$ cat src/rtl/id_ex_lanes.sv
// id_ex_lanes: ID->EX issue register for an N-lane in-order MIPS pipeline.
//
// Holds one issued group (output register, OR) for the execute stage. It can
// also hold an optional one-entry skid group (SK), enabled by defining
// ID_EX_LANES_SKID_EN. In the default build the skid is absent and in_ready
// depends combinationally on out_ready.
//
// Handshake: a group moves across an interface on a rising edge where valid
// and ready are both 1. The producer holds valid and its payload stable until
// that edge. Ready may depend on valid, but valid never depends on ready.
//
// Flushes:
//   exception  (flush && !flush_cause): OR, SK, ds_pending and trim clear,
//               and no input is taken.
//   mispredict (flush &&  flush_cause): only the delay-slot instruction
//               survives. It is lane 0 of the group after the branch. If that
//               group has not arrived yet, trim is armed so that the next
//               group loaded is cut down to lane 0.
module id_ex_lanes #(
  parameter int LANES    = 2,
  parameter int LANE_W   = 128,
  parameter int SHARED_W = 72
) (
  input  logic                      clk,
  input  logic                      rst,
  input  logic                      in_valid,
  output logic                      in_ready,
  input  logic [LANES-1:0]          in_lane_valid,
  input  logic [LANES*LANE_W-1:0]   in_lane_data,
  input  logic [SHARED_W-1:0]       in_shared,
  input  logic                      in_next_ds,
  input  logic                      flush,
  input  logic                      flush_cause,
  output logic                      out_valid,
  input  logic                      out_ready,
  output logic [LANES-1:0]          out_lane_valid,
  output logic [LANES*LANE_W-1:0]   out_lane_data,
  output logic [SHARED_W-1:0]       out_shared,
  output logic                      out_ds_pending
);

  localparam logic [LANES-1:0] LANE0_ONLY = LANES'(1);

  // Output register group and the flags that steer it
  logic                    r_or_valid;
  logic [LANES-1:0]        r_or_lane_valid;
  logic [LANES*LANE_W-1:0] r_or_lane_data;
  logic [SHARED_W-1:0]     r_or_shared;
  logic                    r_ds_pending;
  logic                    r_trim;

  logic                    w_exc_flush;
  logic                    w_mis_flush;
  logic                    w_or_free;
  logic                    w_accept;

  // Skid view. In the default build these are tied off.
  logic                    w_sk_valid;
  logic [LANES-1:0]        w_sk_lane_valid;
  logic [LANES*LANE_W-1:0] w_sk_lane_data;
  logic [SHARED_W-1:0]     w_sk_shared;
  logic                    w_sk_next_ds;

  // Candidate group for OR: the skid entry first, then the accepted input
  logic                    w_src_valid;
  logic [LANES-1:0]        w_src_lane_valid;
  logic [LANES*LANE_W-1:0] w_src_lane_data;
  logic [SHARED_W-1:0]     w_src_shared;
  logic                    w_src_next_ds;

  logic                    w_or_load;
  logic                    w_or_clear;
  logic                    w_mask_lane0;
  logic                    w_trim_next;
  logic                    w_ds_next;
  logic [LANES-1:0]        w_ld_lane_valid;
  logic [LANES*LANE_W-1:0] w_ld_lane_data;

  assign w_exc_flush = flush && !flush_cause;
  assign w_mis_flush = flush && flush_cause;
  assign w_or_free   = !r_or_valid || out_ready;
  assign w_accept    = in_valid && in_ready;

`ifdef ID_EX_LANES_SKID_EN
  logic                    r_sk_valid;
  logic [LANES-1:0]        r_sk_lane_valid;
  logic [LANES*LANE_W-1:0] r_sk_lane_data;
  logic [SHARED_W-1:0]     r_sk_shared;
  logic                    r_sk_next_ds;

  // Ready comes from registered skid occupancy, so it has no path from out_ready
  assign in_ready        = !r_sk_valid && !w_exc_flush;
  assign w_sk_valid      = r_sk_valid;
  assign w_sk_lane_valid = r_sk_lane_valid;
  assign w_sk_lane_data  = r_sk_lane_data;
  assign w_sk_shared     = r_sk_shared;
  assign w_sk_next_ds    = r_sk_next_ds;

  // Skid: capture an accepted group when OR is stalled, drain when OR frees
  always_ff @(posedge clk or negedge rst) begin
    if (!rst) begin
      r_sk_valid      <= 1'b0;
      r_sk_lane_valid <= '0;
      r_sk_lane_data  <= '0;
      r_sk_shared     <= '0;
      r_sk_next_ds    <= 1'b0;
    end else if (flush) begin
      r_sk_valid <= 1'b0;
    end else if (r_sk_valid) begin
      if (w_or_free) r_sk_valid <= 1'b0;
    end else if (w_accept && !w_or_free) begin
      r_sk_valid      <= 1'b1;
      r_sk_lane_valid <= in_lane_valid;
      r_sk_lane_data  <= in_lane_data;
      r_sk_shared     <= in_shared;
      r_sk_next_ds    <= in_next_ds;
    end
  end
`else
  // Without a skid the input can only be taken when OR frees this edge
  assign in_ready        = w_or_free && !w_exc_flush;
  assign w_sk_valid      = 1'b0;
  assign w_sk_lane_valid = '0;
  assign w_sk_lane_data  = '0;
  assign w_sk_shared     = '0;
  assign w_sk_next_ds    = 1'b0;
`endif

  assign w_src_valid      = w_sk_valid || w_accept;
  assign w_src_lane_valid = w_sk_valid ? w_sk_lane_valid : in_lane_valid;
  assign w_src_lane_data  = w_sk_valid ? w_sk_lane_data  : in_lane_data;
  assign w_src_shared     = w_sk_valid ? w_sk_shared     : in_shared;
  assign w_src_next_ds    = w_sk_valid ? w_sk_next_ds    : in_next_ds;

  // Decide what OR, trim and ds_pending do this edge; flushes override out_ready
  always_comb begin
    w_or_load    = 1'b0;
    w_or_clear   = 1'b0;
    w_mask_lane0 = r_trim;
    w_trim_next  = r_trim;
    w_ds_next    = r_ds_pending;
    if (w_exc_flush) begin
      w_or_clear  = 1'b1;
      w_trim_next = 1'b0;
      w_ds_next   = 1'b0;
    end else if (w_mis_flush) begin
      if (r_ds_pending && w_src_valid) begin
        w_or_load    = 1'b1;
        w_mask_lane0 = 1'b1;
        w_trim_next  = 1'b0;
        w_ds_next    = w_src_next_ds;
      end else begin
        // Delay slot not here yet: arm trim; otherwise just drop the path
        w_or_clear = 1'b1;
        if (r_ds_pending) w_trim_next = 1'b1;
      end
    end else if (w_or_free) begin
      if (w_src_valid) begin
        w_or_load   = 1'b1;
        w_trim_next = 1'b0;
        w_ds_next   = w_src_next_ds;
      end else begin
        w_or_clear = 1'b1;
      end
    end
  end

  // Lane masking on load: trim keeps lane 0 only; empty lanes become NOPs (0)
  always_comb begin
    w_ld_lane_valid = w_mask_lane0 ? (w_src_lane_valid & LANE0_ONLY) : w_src_lane_valid;
    w_ld_lane_data  = '0;
    for (int i = 0; i < LANES; i++) begin
      if (w_ld_lane_valid[i]) begin
        w_ld_lane_data[i*LANE_W +: LANE_W] = w_src_lane_data[i*LANE_W +: LANE_W];
      end
    end
  end

  // Output register: load a (masked) group or go empty with zeroed payload
  always_ff @(posedge clk or negedge rst) begin
    if (!rst) begin
      r_or_valid      <= 1'b0;
      r_or_lane_valid <= '0;
      r_or_lane_data  <= '0;
      r_or_shared     <= '0;
    end else if (w_or_load) begin
      r_or_valid      <= 1'b1;
      r_or_lane_valid <= w_ld_lane_valid;
      r_or_lane_data  <= w_ld_lane_data;
      r_or_shared     <= w_src_shared;
    end else if (w_or_clear) begin
      r_or_valid      <= 1'b0;
      r_or_lane_valid <= '0;
      r_or_lane_data  <= '0;
      r_or_shared     <= '0;
    end
  end

  // Delay-slot tracking and pending trim
  always_ff @(posedge clk or negedge rst) begin
    if (!rst) begin
      r_ds_pending <= 1'b0;
      r_trim       <= 1'b0;
    end else begin
      r_ds_pending <= w_ds_next;
      r_trim       <= w_trim_next;
    end
  end

  assign out_valid      = r_or_valid;
  assign out_lane_valid = r_or_lane_valid;
  assign out_lane_data  = r_or_lane_data;
  assign out_shared     = r_or_shared;
  assign out_ds_pending = r_ds_pending;

endmodule

$ cat config.mk
export PLATFORM = sky130hd
export DESIGN_NAME = id_ex_lanes
export DESIGN_NICKNAME = d
export VERILOG_FILES = /design/src/rtl/id_ex_lanes.sv
export SDC_FILE = /design/constraint.sdc
export NUM_CORES = 1
export LEC_CHECK = 0
export CAP_MARGIN = 20
export CORE_AREA = 5 5 259 261
export CTS_BUF_LIST = sky130_fd_sc_hd__clkbuf_8 sky130_fd_sc_hd__clkbuf_16
export CTS_CLUSTER_DIAMETER = 80
export CTS_CLUSTER_SIZE = 12
export DETAILED_ROUTE_END_ITERATION = 7
export DIE_AREA = 0 0 264 266
export PLACE_DENSITY = 0.54
export SLEW_MARGIN = 20
export SYNTH_ARGS = -nofsm -noshare
export SYNTH_HDL_FRONTEND = slang
export SYNTH_SLANG_ARGS = --single-unit
export TNS_END_PERCENT = 50
$ cat constraint.sdc
create_clock -name clk -period 1.5 [get_ports clk]
set_input_delay 0.375 -clock clk [delete_from_list [all_inputs] [get_ports clk]]
set_output_delay 0.375 -clock clk [all_outputs]
set_load 0.03 [all_outputs]
* Word level (Yosys, flattened, before mapping)
Index checks and enable logic that the tools add are counted.
Word-level totals: register bits after elaboration 333, bits in latches 0, bits in writable memories 0, ROM bits 0, output and inout port bits 333, word-level logic and storage cells 57, memories kept 0
Operators by class: add/sub/neg operators 0, multiply operators 0, div/mod/pow operators 0, order comparisons 0, eq/ne operators 2, shifts and indexed selects 0, mux-type cells 35, bitwise gates (word level) 0, reductions and logical operators 14
Operator list (count):
- 256-bit two-way mux | 2
- 128-bit two-way mux | 2
- 72-bit two-way mux | 2
- 1-bit two-way mux | 26
- 2-bit two-way mux | 3
- 3-bit AND reduction | 2
- 3-bit nonzero test | 2
- 1-bit logical AND | 5
- 4-bit by 3-bit inequality test with 1-bit output, second input constant | 1
- 1-bit logical NOT | 3
- 3-bit by 2-bit inequality test with 1-bit output, second input constant | 1
- 2-bit nonzero test | 1
- 1-bit logical OR | 1

* Depth between registers and ports, before layout
word-level depth 12, gate-level depth with buffers 6

* Worst setup path before layout
No wires, ideal clock.
path kind register to output, start point reg r_or_valid, in the netlist out_valid, end point out in_ready, data arrival time 1.217 ns, slack -0.092 ns, stages on the path, launching flop included 3, buffers on the path 0, cell sequence dfrtp_1 > and2b_4 > a21oi_1
Between the ends: word-level cells in the longest chain between the ends 3
RTL lines:
- start: declaration | RTL line 45 | logic r_or_valid;
- start signal: assignment | RTL line 182 | r_or_valid <= 1'b0;
- start signal: assignment | RTL line 187 | r_or_valid <= 1'b1;
- start signal: assignment | RTL line 192 | r_or_valid <= 1'b0;
- 1-bit logical NOT | RTL line 81 | assign w_or_free = !r_or_valid || out_ready;
- 1-bit logical OR | RTL line 81
- 1-bit logical AND | RTL line 121 | assign in_ready = w_or_free && !w_exc_flush;
- end: declaration | RTL line 27 | output logic in_ready,
Every way passes these cells.

* Worst setup path in the final report
Same ends and word-level chain as after synthesis.

==> impl_results.md <==
- Status: finished, violations left
- Failing checks: negative setup slack
- Nets: 1933
- Clock sink count: 333
- CTS tree: yes
- Core area: 64200 sq um
- DP Cell Count: 2298
- Pleak: 0.0113 uW
- Final hold vios: 0
- Clock root buffer: clkbuf_16
- Synth unique cells: 23
- Number of routed nets with antenna violations: 0
- Layout cells sized above 1: between 30% and 40%
- RSZ-0062 raised after global routing: yes
- Post-DR wirelength/cell: between 20 and 25 microns
- Clock Latency Late Sink: 530 ps
- Total number of vias: 10.5k
- Sequential fraction of the synthesis area: 70.2%
- Vias per inst: 4.28
- Cell taking the most area after synthesis: dfrtp_1
- MaxCap Viol Count: 0
- Max Slew Vio Count: 0
- Hpwl dp: 36400 microns
- Min-Delay Path Class: in2async
- Mapped Cells: 757
- Seq cells post-synth: ~330
- Reg clk slew, reported paths: 60 ps
- Synth Area per Inst: 15.7 sq um
- Critical path fanouts, max: 2
- Synth top area share: around 70%
- Final min period: 1800 ps
- Maximum vdd drop: 590 uV
- Power Total: between 20000 and 25000 uW
- Initial core utilization: 18.5%
- Commonest non-fill, non-tap cells in the layout: 335 x clkdlybuf4s50_1, 331 x dfrtp_1, 328 x a22o_1
- First-pass DRT Iterations: 4
- Clk pwr share: a little over a third
- Fin crit share: 120%
- Fin Setup TNS: -48980 ps
- Slew headroom: 73.8%
- Max Fclk: 0.555 GHz
- Synth area leaders: dfrtp_1 70%, a22o_1 24%, buf_6 1.9%
- Grt ovf: 0
- Reg2reg path depth: 9
- Clk buf depth: 3
- # setup viols final: 345
- Finished Layout Cells: roughly 2.5k
- Layout fillers: 6067
- First-pass GRT wire length: just under 70000 microns
- Crit path kind: reg2out
- Drt drc: 0
- Clk_skew: 20.4 ps
- Detailed Route WL: 55800 microns
- Arrival time at the worst endpoint: 1430 ps
- Switch share: 25.9%
- Vias in the first global route: 10.8k
- Worst slew pin tran: 392 ps
- Area Overhead vs Synth: 104%
- Ys Warns: 0
- WP data required: 1120 ps
- CTS Buf Count: 34
- Cell Area, Synth: 11900 sq um
- Switch Pwr: 5520 uW
- Num ports: 670
- H-tree levels: 2
- Logic pwr share: 19.3%
- CP Launch Type: flop
- CP Capture Type: output pin
- Initial antenna violation count: 5
- Commonest non-fill, non-tap cell in the layout: clkdlybuf4s50_1
- P_int: 15800 uW
- Syn nets: 1094
- DR iter-0 viols: 467
- Port Buffers: 669
- Tot GR Track Use: 12.6%
- Storage element area: 8340 sq um
- Largest net degree at the start of global routing: 64
- Min setup slack post-route: -301 ps
- Sequential Power Share: 45.0%
- Die height: 266 microns
- GPL Wtd Cong: 0.807
- Die area: 70200 sq um
- Std-Cell Rows: 93
- Multi-input gate area: 3080 sq um
- Power Density: between 800 and 900 nW/um^2
- Die Wd: 264 microns
-- final cells by class --
class                           instances  share of cell area, %
Clock inverter                          4                  0.134
Inverter                                2                 0.0310
Clock buffer                           35                   3.62
Timing Repair Buffer                  874                   44.6
Antenna cell                            3                 0.0310
Tap cell                              855                   4.42
Sequential cell                       333                   34.4
Multi-Input combinational cell        351                   12.7
-- metal layers --
metal | global-route usage [%] | vias to the layer above | wire length [microns] | share of wire (%)
met4 | 4.42 | 6 | 1660 | 3.0
met3 | 4.93 | 94 | 4790 | 8.6
met2 | 21.5 | 507 | 26900 | 48
met5 | 0 | - | 41 | 0.074
li1 | - | 4623 | - | -
met1 | 14.6 | 5289 | 22400 | 40
-- worst max-delay path, stage by stage (launching register included) --
cell and delay, ps:
dfrtp_2 400, and2b_4 180, a21oi_4 160, buf_12 150
-- flip-flops by register name, indices dropped and copies added, names as in the netlist --
signal and cells:
out_ds_pending 1, r_trim 1, out_lane_valid 2, out_shared 72, out_lane_data 256, out_valid 1
-- metrics by stage --
stage	setup WS [ps]	area [sq um]	util, %	hold slack, ps
after global placement	-435	21200	32.9	230
final	-301	24200	37.7	270
after global routing	-378	24200	37.7	256
after floorplan	66.9	11900	-	79.4
after CTS	-365	22300	34.8	234
after detailed placement	-486	21200	32.9	230
-- power by group through the flow --
stage          Clock (uW)  Sequential [uW]  Combinational, uW
3_5_place_dp            0             9710               3580
4_1_cts              7930             9580               3630
3_3_place_gp            0             9710               3550
6_report             7620             9590               4100
2_1_floorplan           0            10300                554
5_1_grt              8190             9620               4320
-- cells in the mapped netlist, drive strengths merged --
| cell type | instances |
|---|---|
| inv | 2 |
| a21oi | 2 |
| a22oi | 1 |
| o21ai | 2 |
| o211ai | 1 |
| nand2b | 1 |
| nor3 | 2 |
| and2b | 1 |
| nand4b | 1 |
| dfrtp | 333 |
| nor2 | 2 |
| buf | 68 |
| and4 | 1 |
| a22o | 328 |
| clkbuf | 4 |
| a21o | 2 |
| nand2 | 2 |
| nor2b | 1 |
| nand3 | 2 |
| a21boi | 1 |
-- worst paths after layout --
check	start	slack (ps)	to
max	out_valid	-300	in_ready
min in group clk	in_lane_data[112]	430	out_lane_data[112]
min	rst	270	out_shared[1]
max in group asynchronous	rst	490	out_lane_data[140]
min reg2reg	out_lane_data[5]	500	out_lane_data[5]
max reg2reg	out_valid	-240	out_lane_data[157]
-- kinds of logic (layout without fill, tap and decap cells) --
| group | after synthesis | count (layout) | synth area share (%) |
|---|---|---|---|
| compound gates | 337 | 337 | 24.8 |
| flops | 333 | 333 | 70.2 |
| buf+inv | 74 | 915 | 4.19 |
| simple gates | 13 | 14 | 0.843 |
| other cells | 0 | 3 | 0 |
-- timing repair --
item                                    in CTS  in global routing
resized for setup                         1356                300
cloned                                       0                 63
pin swaps                                    0                122
buffers inserted                            16                 37
endpoints found under the hold margin      133                  0
endpoints found under the setup margin     362                584
hold buffers                                 1                  0
Note: power is estimated with default switching activity, not from simulation.
